**src/rtl/shift_add_multiplier.sv**
```systemverilog
// Sequential unsigned shift-and-add multiplier controller that drives an external
// combinational adder and accumulates a 2*WIDTH-bit product, one bit per clock.
module shift_add_multiplier #(
  parameter int WIDTH = 4
) (
  input  logic                 clk,
  input  logic                 rst_n,
  input  logic                 start,
  input  logic [WIDTH-1:0]     multiplicand,
  input  logic [WIDTH-1:0]     multiplier,
  output logic                 busy,
  output logic                 done,
  output logic [2*WIDTH-1:0]   product,
  output logic [WIDTH-1:0]     add_a,
  output logic [WIDTH-1:0]     add_b,
  output logic                 add_cin,
  input  logic [WIDTH-1:0]     add_sum,
  input  logic                 add_cout
);

  localparam int CW = $clog2(WIDTH) + 1;
  localparam logic [CW-1:0] LAST = CW'(WIDTH - 1);

  typedef enum logic [1:0] {
    IDLE = 2'd0,
    CALC = 2'd1,
    DONE = 2'd2
  } state_t;

  state_t           state;
  logic [WIDTH-1:0] m_reg;
  logic [WIDTH-1:0] acc;
  logic [WIDTH-1:0] q_reg;
  logic [CW-1:0]    cnt;

  // One iteration: the adder's carry-out becomes the new MSB of acc, and the bit
  // shifted out of acc enters the top of q_reg, so nothing can overflow.
  logic [WIDTH-1:0] acc_next;
  logic [WIDTH-1:0] q_next;
  assign acc_next = {add_cout, add_sum[WIDTH-1:1]};
  assign q_next   = {add_sum[0], q_reg[WIDTH-1:1]};

  always_ff @(posedge clk or negedge rst_n) begin
    if (!rst_n) begin
      state   <= IDLE;
      m_reg   <= '0;
      acc     <= '0;
      q_reg   <= '0;
      cnt     <= '0;
      product <= '0;
    end else begin
      case (state)
        IDLE: begin
          if (start) begin
            m_reg <= multiplicand;
            q_reg <= multiplier;
            acc   <= '0;
            cnt   <= '0;
            state <= CALC;
          end
        end
        CALC: begin
          acc   <= acc_next;
          q_reg <= q_next;
          cnt   <= cnt + 1'b1;
          if (cnt == LAST) begin
            product <= {acc_next, q_next};
            state   <= DONE;
          end
        end
        DONE:    state <= IDLE;
        default: state <= IDLE;
      endcase
    end
  end

  // Status and adder operands are decoded only from registered state; the adder
  // sees zeros whenever no iteration is in progress.
  assign busy    = (state == CALC);
  assign done    = (state == DONE);
  assign add_a   = (state == CALC) ? acc : '0;
  assign add_b   = ((state == CALC) && q_reg[0]) ? m_reg : '0;
  assign add_cin = 1'b0;

endmodule

```
**config.mk**
```make
export PLATFORM = sky130hd
export DESIGN_NAME = shift_add_multiplier
export DESIGN_NICKNAME = d
export VERILOG_FILES = /design/src/rtl/shift_add_multiplier.sv
export SDC_FILE = /design/constraint.sdc
export NUM_CORES = 1
export LEC_CHECK = 0
export BUFFER_PORTS_ARGS = -buffer_cell sky130_fd_sc_hd__buf_2
export CAP_MARGIN = 20
export CORE_MARGIN = 1
export CORE_UTILIZATION = 49
export CTS_BUF_LIST = sky130_fd_sc_hd__clkbuf_2
export DETAILED_ROUTE_END_ITERATION = 16
export GPL_TIMING_DRIVEN = 0
export PLACE_DENSITY = 0.86
export RECOVER_POWER = 100
export SLEW_MARGIN = 20
export SYNTH_ARGS = -nofsm -noshare
export SYNTH_HDL_FRONTEND = slang
export SYNTH_SLANG_ARGS = --single-unit
```
**constraint.sdc**
```tcl
create_clock -name clk -period 1.7 [get_ports clk]
set_input_delay 0.34 -clock clk [delete_from_list [all_inputs] [get_ports clk]]
set_output_delay 0.34 -clock clk [all_outputs]
set_load 0.01 [all_outputs]
```
After elaboration in Yosys (flattened, before gate mapping):

Cells that the tools add are included.

* memory bits (writable): 0
* register bits: 25
* word-level logic and storage cells: 30
* latch bits: 0
* ROM bits: 0
* memories: 0

* add/sub/neg operators: 1
* equal/unequal tests: 5
* $mul: 0
* magnitude comparators: 0
* bitwise logic cells: 0
* reduce and logical (&&, ||, !) cells: 7
* shift-type cells: 0
* divide/modulo/power cells: 0
* multiplexer cells: 11

Operators by type and width (count)
* two-way mux 4 bit: 4
* one-hot mux 4 bit (2 select lines): 2
* AND reduction 2 bit: 4
* one-hot mux 3 bit (2 select lines): 1
* two-way mux 2 bit: 2
* one-hot mux 2 bit (2 select lines): 1
* adder 3 x 1 -> 3 bit, second input constant: 1
* == test 3 x 2 -> 1 bit, second input constant: 1
* two-way mux 3 bit: 1
* == test 2 x 1 -> 1 bit, second input constant: 1
* == test 2 bit, second input constant: 1
* logical NOT 2 bit: 1
* != test 2 x 1 -> 1 bit, second input constant: 1
* != test 2 bit, second input constant: 1
* nonzero test 2 bit: 1
* logical AND 1 bit: 1

Depth between registers and ports, before layout:

Gate-level depths: netlist (run 1).

* word-level depth: 3
* mapped depth: 5

Worst setup path before layout (run 1):

OpenSTA, ideal clock, no wires.

* path type: register to output
* start: register state[1]
* end: output port add_b[0]
* setup slack: 0.237 ns
* cell stages (with the launch flop): 5
* required time: 1.360 ns
* arrival time: 1.123 ns
* buffers on the path: 1
* cell sequence: dfrtp_1 > nand2b_2 > inv_2 > buf_2 > and3_1

* cells in the longest elaborated chain, start to end: 3

RTL lines
* from (decl): line 30 `state_t state;`
* from (signal assigned): line 45 `state <= IDLE;`
* from (signal assigned): line 59 `state <= CALC;`
* from (signal assigned): line 68 `state <= DONE;`
* == test 2 x 1 -> 1 bit
* named net busy: line 11 `output logic busy,`
* logical AND 1 bit: line 82 `assign add_b = ((state == CALC) && q_reg[0]) ? m_reg : '0;`
* two-way mux 4 bit: line 82
* to (decl): line 15 `output logic [WIDTH-1:0] add_b,`

The timed path passes the listed nets, and every way through them passes these cells.

Final worst setup path (run 1):

* start: register state[1]
* end: output port add_b[2]

* cells in the longest elaborated chain, start to end: 3

RTL lines (line)
* == test 2 x 1 -> 1 bit: 82
* logical AND 1 bit: 82
* two-way mux 4 bit: 82

No other way between the ends.

==> results of run 1 <==
area by class of cell:
| class | instances | area (µm²) |
|---|---|---|
| multi-input cells | 53 | 417 |
| flip-flops and latches | 25 | 627 |
| well taps | 27 | 33.8 |
| repair inverters | 1 | 6.26 |
| plain buffers | 1 | 7.51 |
| repair buffers | 41 | 240 |
| fillers | 144 | 624 |
| clock inverters | 1 | 5.00 |
| clock buffers | 3 | 15.0 |
| inverters | 5 | 26.3 |
Yosys cell counts:
cell type	number
nand2b_2	2
ha_1	2
nor2_1	3
nand2_1	2
conb_1	1
nand2_4	1
a21oi_1	5
mux2_2	12
inv_2	1
a22o_1	5
o21bai_1	1
and2_1	4
buf_2	1
and3_1	4
nor2b_1	1
inv_1	4
dfrtp_1	25
o22ai_1	8
o21ai_0	2
buf_4	1
routing by layer:
layer | global-route usage, % | vias up
li1 | - | 392
met1 | 23.8 | 423
met2 | 31.2 | 32
met3 | 2.20 | 10
met4 | 14.7 | 0
met5 | 0 | -
worst max path at each step:
| stage | startpoint | to |
|---|---|---|
| floorplan | state[1] | add_b[0] |
| global placement | state[1] | add_b[2] |
| detailed placement | state[1] | add_b[0] |
| CTS | state[1] | add_b[0] |
| global route | state[1] | add_b[1] |
| finish | state[1] | add_b[2] |
kinds of logic (layout without fill, tap and decap cells):
| group | count (synthesis) | count (layout) | synth area share (%) |
|---|---|---|---|
| AND/OR/NAND/NOR | 17 | 17 | 9.79 |
| buffers and inverters | 7 | 52 | 2.95 |
| flip-flops | 25 | 25 | 59.0 |
| multiplexers | 12 | 12 | 12.7 |
| AO/OA/AOI/OAI | 21 | 21 | 12.9 |
| other | 1 | 1 | 0.353 |
| adder cells (fa/ha/maj) | 2 | 2 | 2.36 |
through the flow:
step | util (%) | power, mW | std cells | TNS (ps) | area [µm²]
2_1_floorplan | - | 1.75 | 85 | 0 | 1060
3_3_place_gp | 62.9 | 2.07 | 145 | 0 | 1260
3_5_place_dp | 62.9 | 2.13 | 145 | 0 | 1260
4_1_cts | 66.3 | 2.44 | 153 | 0 | 1330
5_1_grt | 68.8 | 2.79 | 157 | -353 | 1380
6_report | 68.8 | 2.61 | 157 | 0 | 1380
what timing repair did:
| item | in CTS | in global routing |
|---|---|---|
| hold buffers | 1 | 0 |
| pin swaps | 0 | 1 |
| endpoints found under the hold margin | 25 | 0 |
| setup endpoints to repair | 9 | 8 |
| buffers inserted | 4 | 3 |
| resized for setup | 4 | 5 |
| cloned | 0 | 1 |
power groups by stage:
| stage | combinational, mW | clock, mW | sequential, mW |
|---|---|---|---|
| final | 1.32 | 0.224 | 1.07 |
| after global routing | 1.42 | 0.261 | 1.11 |
| after CTS | 1.15 | 0.228 | 1.06 |
| after detailed placement | 1.05 | 0 | 1.08 |
| after global placement | 1.02 | 0 | 1.05 |
| after floorplan | 0.668 | 0 | 1.09 |
worst max-delay path: stages, from the launching register on:
cell and delay, ps:
dfrtp_1 440, nand2b_4 200, inv_8 80, and3_1 150, buf_2 120
==> summary.txt, run 1 <==
Run status
  • Status: finished, final reports clean

Route
  • Avg Vias per Cell: 5.46
  • Wire per inst: 14.3 µm
  • Top sig layer: met4
  • Starting DRT DRC Count: 22
  • ANT nets after route: 0
  • Vias: 857
  • DRC Markers: 0
  • WL final: 2240 µm
  • Metal3 WL: 85 µm
  • First-pass detailed-route iteration total: 4
  • Met1 wire length: slightly below 1000 µm
  • Routed length on met2: 1120 µm

GRT
  • GRT Residual Overflow: 0
  • GRT Total Usage: 19.3%
  • Global-route wire length before repair: 3470 µm
  • Largest net degree at the start of global routing: 26
  • Vias in the first global route: 826
  • Initial antenna violation count: 0

STA
  • Peak Freq: 0.594 GHz
  • Slew HR: between 50% and 60%
  • Worst Slack Setup Final: 17.5 ps
  • Fin. max-slew vios: 0
  • Worst slew pin tran: about 610 ps
  • Crit path time final: 1680 ps
  • Final hold vios: 0
  • Final Hold Slack: ~210 ps
  • Unrepaired setup endpoints after global routing: true
  • # setup viols final: 0
  • Clk_skew: 11.8 ps
  • Fin crit share: between 90% and 100%

Synthesis
  • #FFs+latches synth: 25
  • Synth area leader: dfrtp_1
  • Warnings, synthesis: 0
  • Seq/Total Area, Yosys: 59.0%
  • Synth unique cells: 20
  • Post-synth top area share: 59.0%
  • Top cells by area, synth: dfrtp_1, mux2_2, o22ai_1
  • Avg Cell Area, Syn: 12.5 µm²
  • Post-Synthesis Cells: 85
  • Syn_nets: 103
  • Mapped cell area: 0.00106 mm²

Power and ir drop
  • Lkg Pwr: 0.691 nW
  • Seq pwr share: 41.0%
  • Logic pwr share: 50.4%
  • Clk pwr share: 8.6%
  • Peak supply drop: 1.02 mV
  • Sw frac: 37.7%
  • Power Internal: 1.63 mW
  • Switching power: 0.984 mW
  • PD cells: 1900 mW/mm²

Die
  • Die width: 48.5 µm
  • Die height: roughly 49 µm
  • Initial core utilization: 53.0%
  • Row count: 16
  • Die area: around 0.0024 mm²
  • Io pins: 35
  • Core area: ~0.002 mm²

Flow run
  • Max cap viols: 0

Setup path
  • RR Endpoint: product[5]
  • Critical R2R Launch: state[0]
  • Crit path DAT: 1340 ps
  • Setup crit end kind: output pin
  • Worst R2R Path Depth: 6
  • Crit path required time: 1360 ps
  • Worst setup SP type: register
  • Worst-path maximum fanout: 7
  • Critical path class: reg2out
  • Flop-to-flop setup slack: 130 ps

Placed design
  • Final weighted congestion in routability-driven placement: around 0.77
  • Dpl ws: 91.3 ps
  • Port bufs: 33

Clock network
  • Total clock sinks: 25
  • Clock Root Buffer: clkbuf_2
  • CTS tree: done
  • Inserted Clock Buffers: 3
  • Worst skew pair latency: about 340 ps
  • Clock Pin Slew Worst Setup and Hold Paths: 230 ps
  • H-tree levels: 1
  • Max Buffers Root-to-Sink: 2

Layout
  • Commonest cells after routing, fill and taps aside: buf_2, dfrtp_1, mux2_2
  • Share of layout cells above drive strength 1: 49.2%
  • Most common cell after layout, fill and taps aside: buf_2
  • Final #Nets: 149
  • Area grow syn2layout: 29.8%
  • ANT cells: 0
  • Largest register FFs: 8
  • Most flops, register: product

Min path
  • Hold EP: m_reg[0]
  • Min-Delay Path Class: in2reg
  • Min-delay src: multiplicand[0]
  • Hold Path Depth: 2
(Power assumes the default switching activity.)
==> run 2: changes to the inputs <==
ABC_AREA = 0   (was default)
CORE_MARGIN = 2   (was 1)
==> summary.txt, run 2 (synthesis results as in run 1) <==
Placed design
  • Final weighted congestion in routability-driven placement: 0.747
  • Dpl hpwl: 1500 µm
  • Port bufs: 33
  • Dpl cells: approximately 150

Layout
  • Most flops, register: product
  • ANT cells: 0
  • Area of the multi-input gates: 422 µm²
  • Area grow syn2layout: 32.5%
  • Fin util: 70.3%
  • Commonest cells after routing, fill and taps aside: buf_2, dfrtp_1, mux2_2
  • Final #Nets: 151
  • Final Non-Filler Cells: 159
  • Filler Cells Inserted: 137
  • Most common cell after layout, fill and taps aside: buf_2
  • Share of layout cells above drive strength 1: a little over 50%
  • FF+latch area: 627 µm²
  • Largest register FFs: 8

STA
  • Final Hold Slack: 227 ps
  • Clk_skew: between 10 and 15 ps
  • # setup viols final: 0
  • Final hold vios: 0
  • Crit path time final: 1640 ps
  • Peak Freq: between 0.6 and 0.7 GHz
  • Fin crit share: between 90% and 100%
  • Fin. max-slew vios: 0
  • Worst slew pin tran: 586 ps
  • Slew HR: 60.9%
  • Unrepaired setup endpoints after global routing: true

Clock network
  • Clock Root Buffer: clkbuf_2
  • Max Buffers Root-to-Sink: 2
  • CTS tree: done
  • Inserted Clock Buffers: 3
  • Total clock sinks: 25
  • Worst skew pair latency: ~320 ps
  • H-tree levels: 1
  • Clock Pin Slew Worst Setup and Hold Paths: 220 ps

Route
  • Vias: 825
  • WL final: 2170 µm
  • Avg Vias per Cell: 5.19
  • Wire per inst: 13.7 µm
  • DRC Markers: 0
  • ANT nets after route: 0
  • Starting DRT DRC Count: 17
  • First-pass detailed-route iteration total: 4

Power and ir drop
  • Logic pwr share: 51.4%
  • Peak supply drop: between 1 and 1.5 mV
  • Power Internal: ~1.7 mW
  • Sw frac: 36.5%
  • PD cells: 1900 mW/mm²
  • Seq pwr share: between 40% and 50%
  • Clk pwr share: 8.4%
  • Switching power: 0.973 mW
  • Overall Power: 2.67 mW
  • Lkg Pwr: approximately 0.70 nW

Die
  • Core area: roughly 0.002 mm²
  • Die area: between 0.002 and 0.003 mm²
  • Io pins: 35
  • Initial core utilization: 53.0%
  • Die height: 50.5 µm
  • Row count: 16
  • Die width: 50.5 µm

GRT
  • GRT Residual Overflow: 0
  • Vias in the first global route: 732
  • GRT Total Usage: 17.0%
  • Global-route wire length before repair: approximately 3200 µm
  • Initial antenna violation count: 0
  • Largest net degree at the start of global routing: 26

Min path
  • Min-Delay Path Class: in2reg
  • Min-delay src: add_sum[1]

Setup path
  • Critical path class: reg2out
  • Critical Path Stages: 4
  • Crit path DAT: 1300 ps
  • Slowest stage delay, CP: roughly 420 ps
  • Flop-to-flop setup slack: between 100 and 150 ps
  • Critical path buffer and inverter count: 2
  • Worst-path maximum fanout: 6
  • Setup crit end kind: output pin
  • Slowest-stage cell, CP: dfrtp_1
  • Critical R2R Launch: state[1]
  • Crit path max-delay family: flip-flops
  • RR Endpoint: m_reg[3]
  • CP Launch Point: state[1]
  • Worst setup SP type: register
  • Crit path required time: roughly 1400 ps
  • Worst path cell trace: nand2b_4 -> inv_8 -> and3_4 -> buf_6
  • Worst R2R Path Depth: 4
  • Worst Setup EP: add_b[1]

Flow run
  • Max cap viols: 0

Run status
  • Status: finished, final reports clean
==> run 2: cell type report <==
type	count	share of cell area (%)
Inverter	5	1.87
Timing Repair inverter	1	0.623
Multi-Input combinational cell	53	30.0
Tap cell	27	2.40
Buffer	1	0.534
Timing Repair Buffer	43	18.6
Sequential cell	25	44.6
Clock buffer	4	1.42
==> run 2: power by group through the flow <==
stage	registers [mW]	clock network (mW)	logic [mW]
2_1_floorplan	1.09	0	0.668
4_1_cts	1.07	0.230	1.09
6_report	1.07	0.225	1.37
5_1_grt	1.11	0.266	1.49
3_5_place_dp	1.08	0	1.06
3_3_place_gp	1.06	0	1.02
==> run 2: worst min path at each step <==
stage	slack, ps	end	cells past startpoint
2_1_floorplan	40	acc[0]	0
3_3_place_gp	340	product[4]	1
3_5_place_dp	350	acc[0]	1
4_1_cts	230	m_reg[0]	2
5_1_grt	170	m_reg[0]	2
6_report	230	acc[0]	2
==> run 2: metrics by stage <==
step	setup slack [ps]	TNS (ps)	area, µm²
final	57.9	0	1410
after global routing	-38.5	-241	1410
after CTS	5.66	0	1300
after detailed placement	74.7	0	1260
after global placement	104	0	1260
after floorplan	237	0	1060
==> run 2: per-layer routing <==
| metal | part of all wire (%) | track usage, % |
|---|---|---|
| met3 | 2.5 | 2.68 |
| met2 | 53 | 30.0 |
| met1 | 43 | 19.4 |
| met5 | 0 | 0 |
| met4 | 1.9 | 9.46 |
==> run 2: what timing repair did <==
item | 4_1_cts | 5_1_grt
gates cloned | 0 | 1
pin swaps | 0 | 1
buffers inserted | 1 | 8
gates resized for setup | 4 | 8
setup endpoints to repair | 9 | 8
hold buffers | 1 | 0
endpoints found under the hold margin | 25 | 0
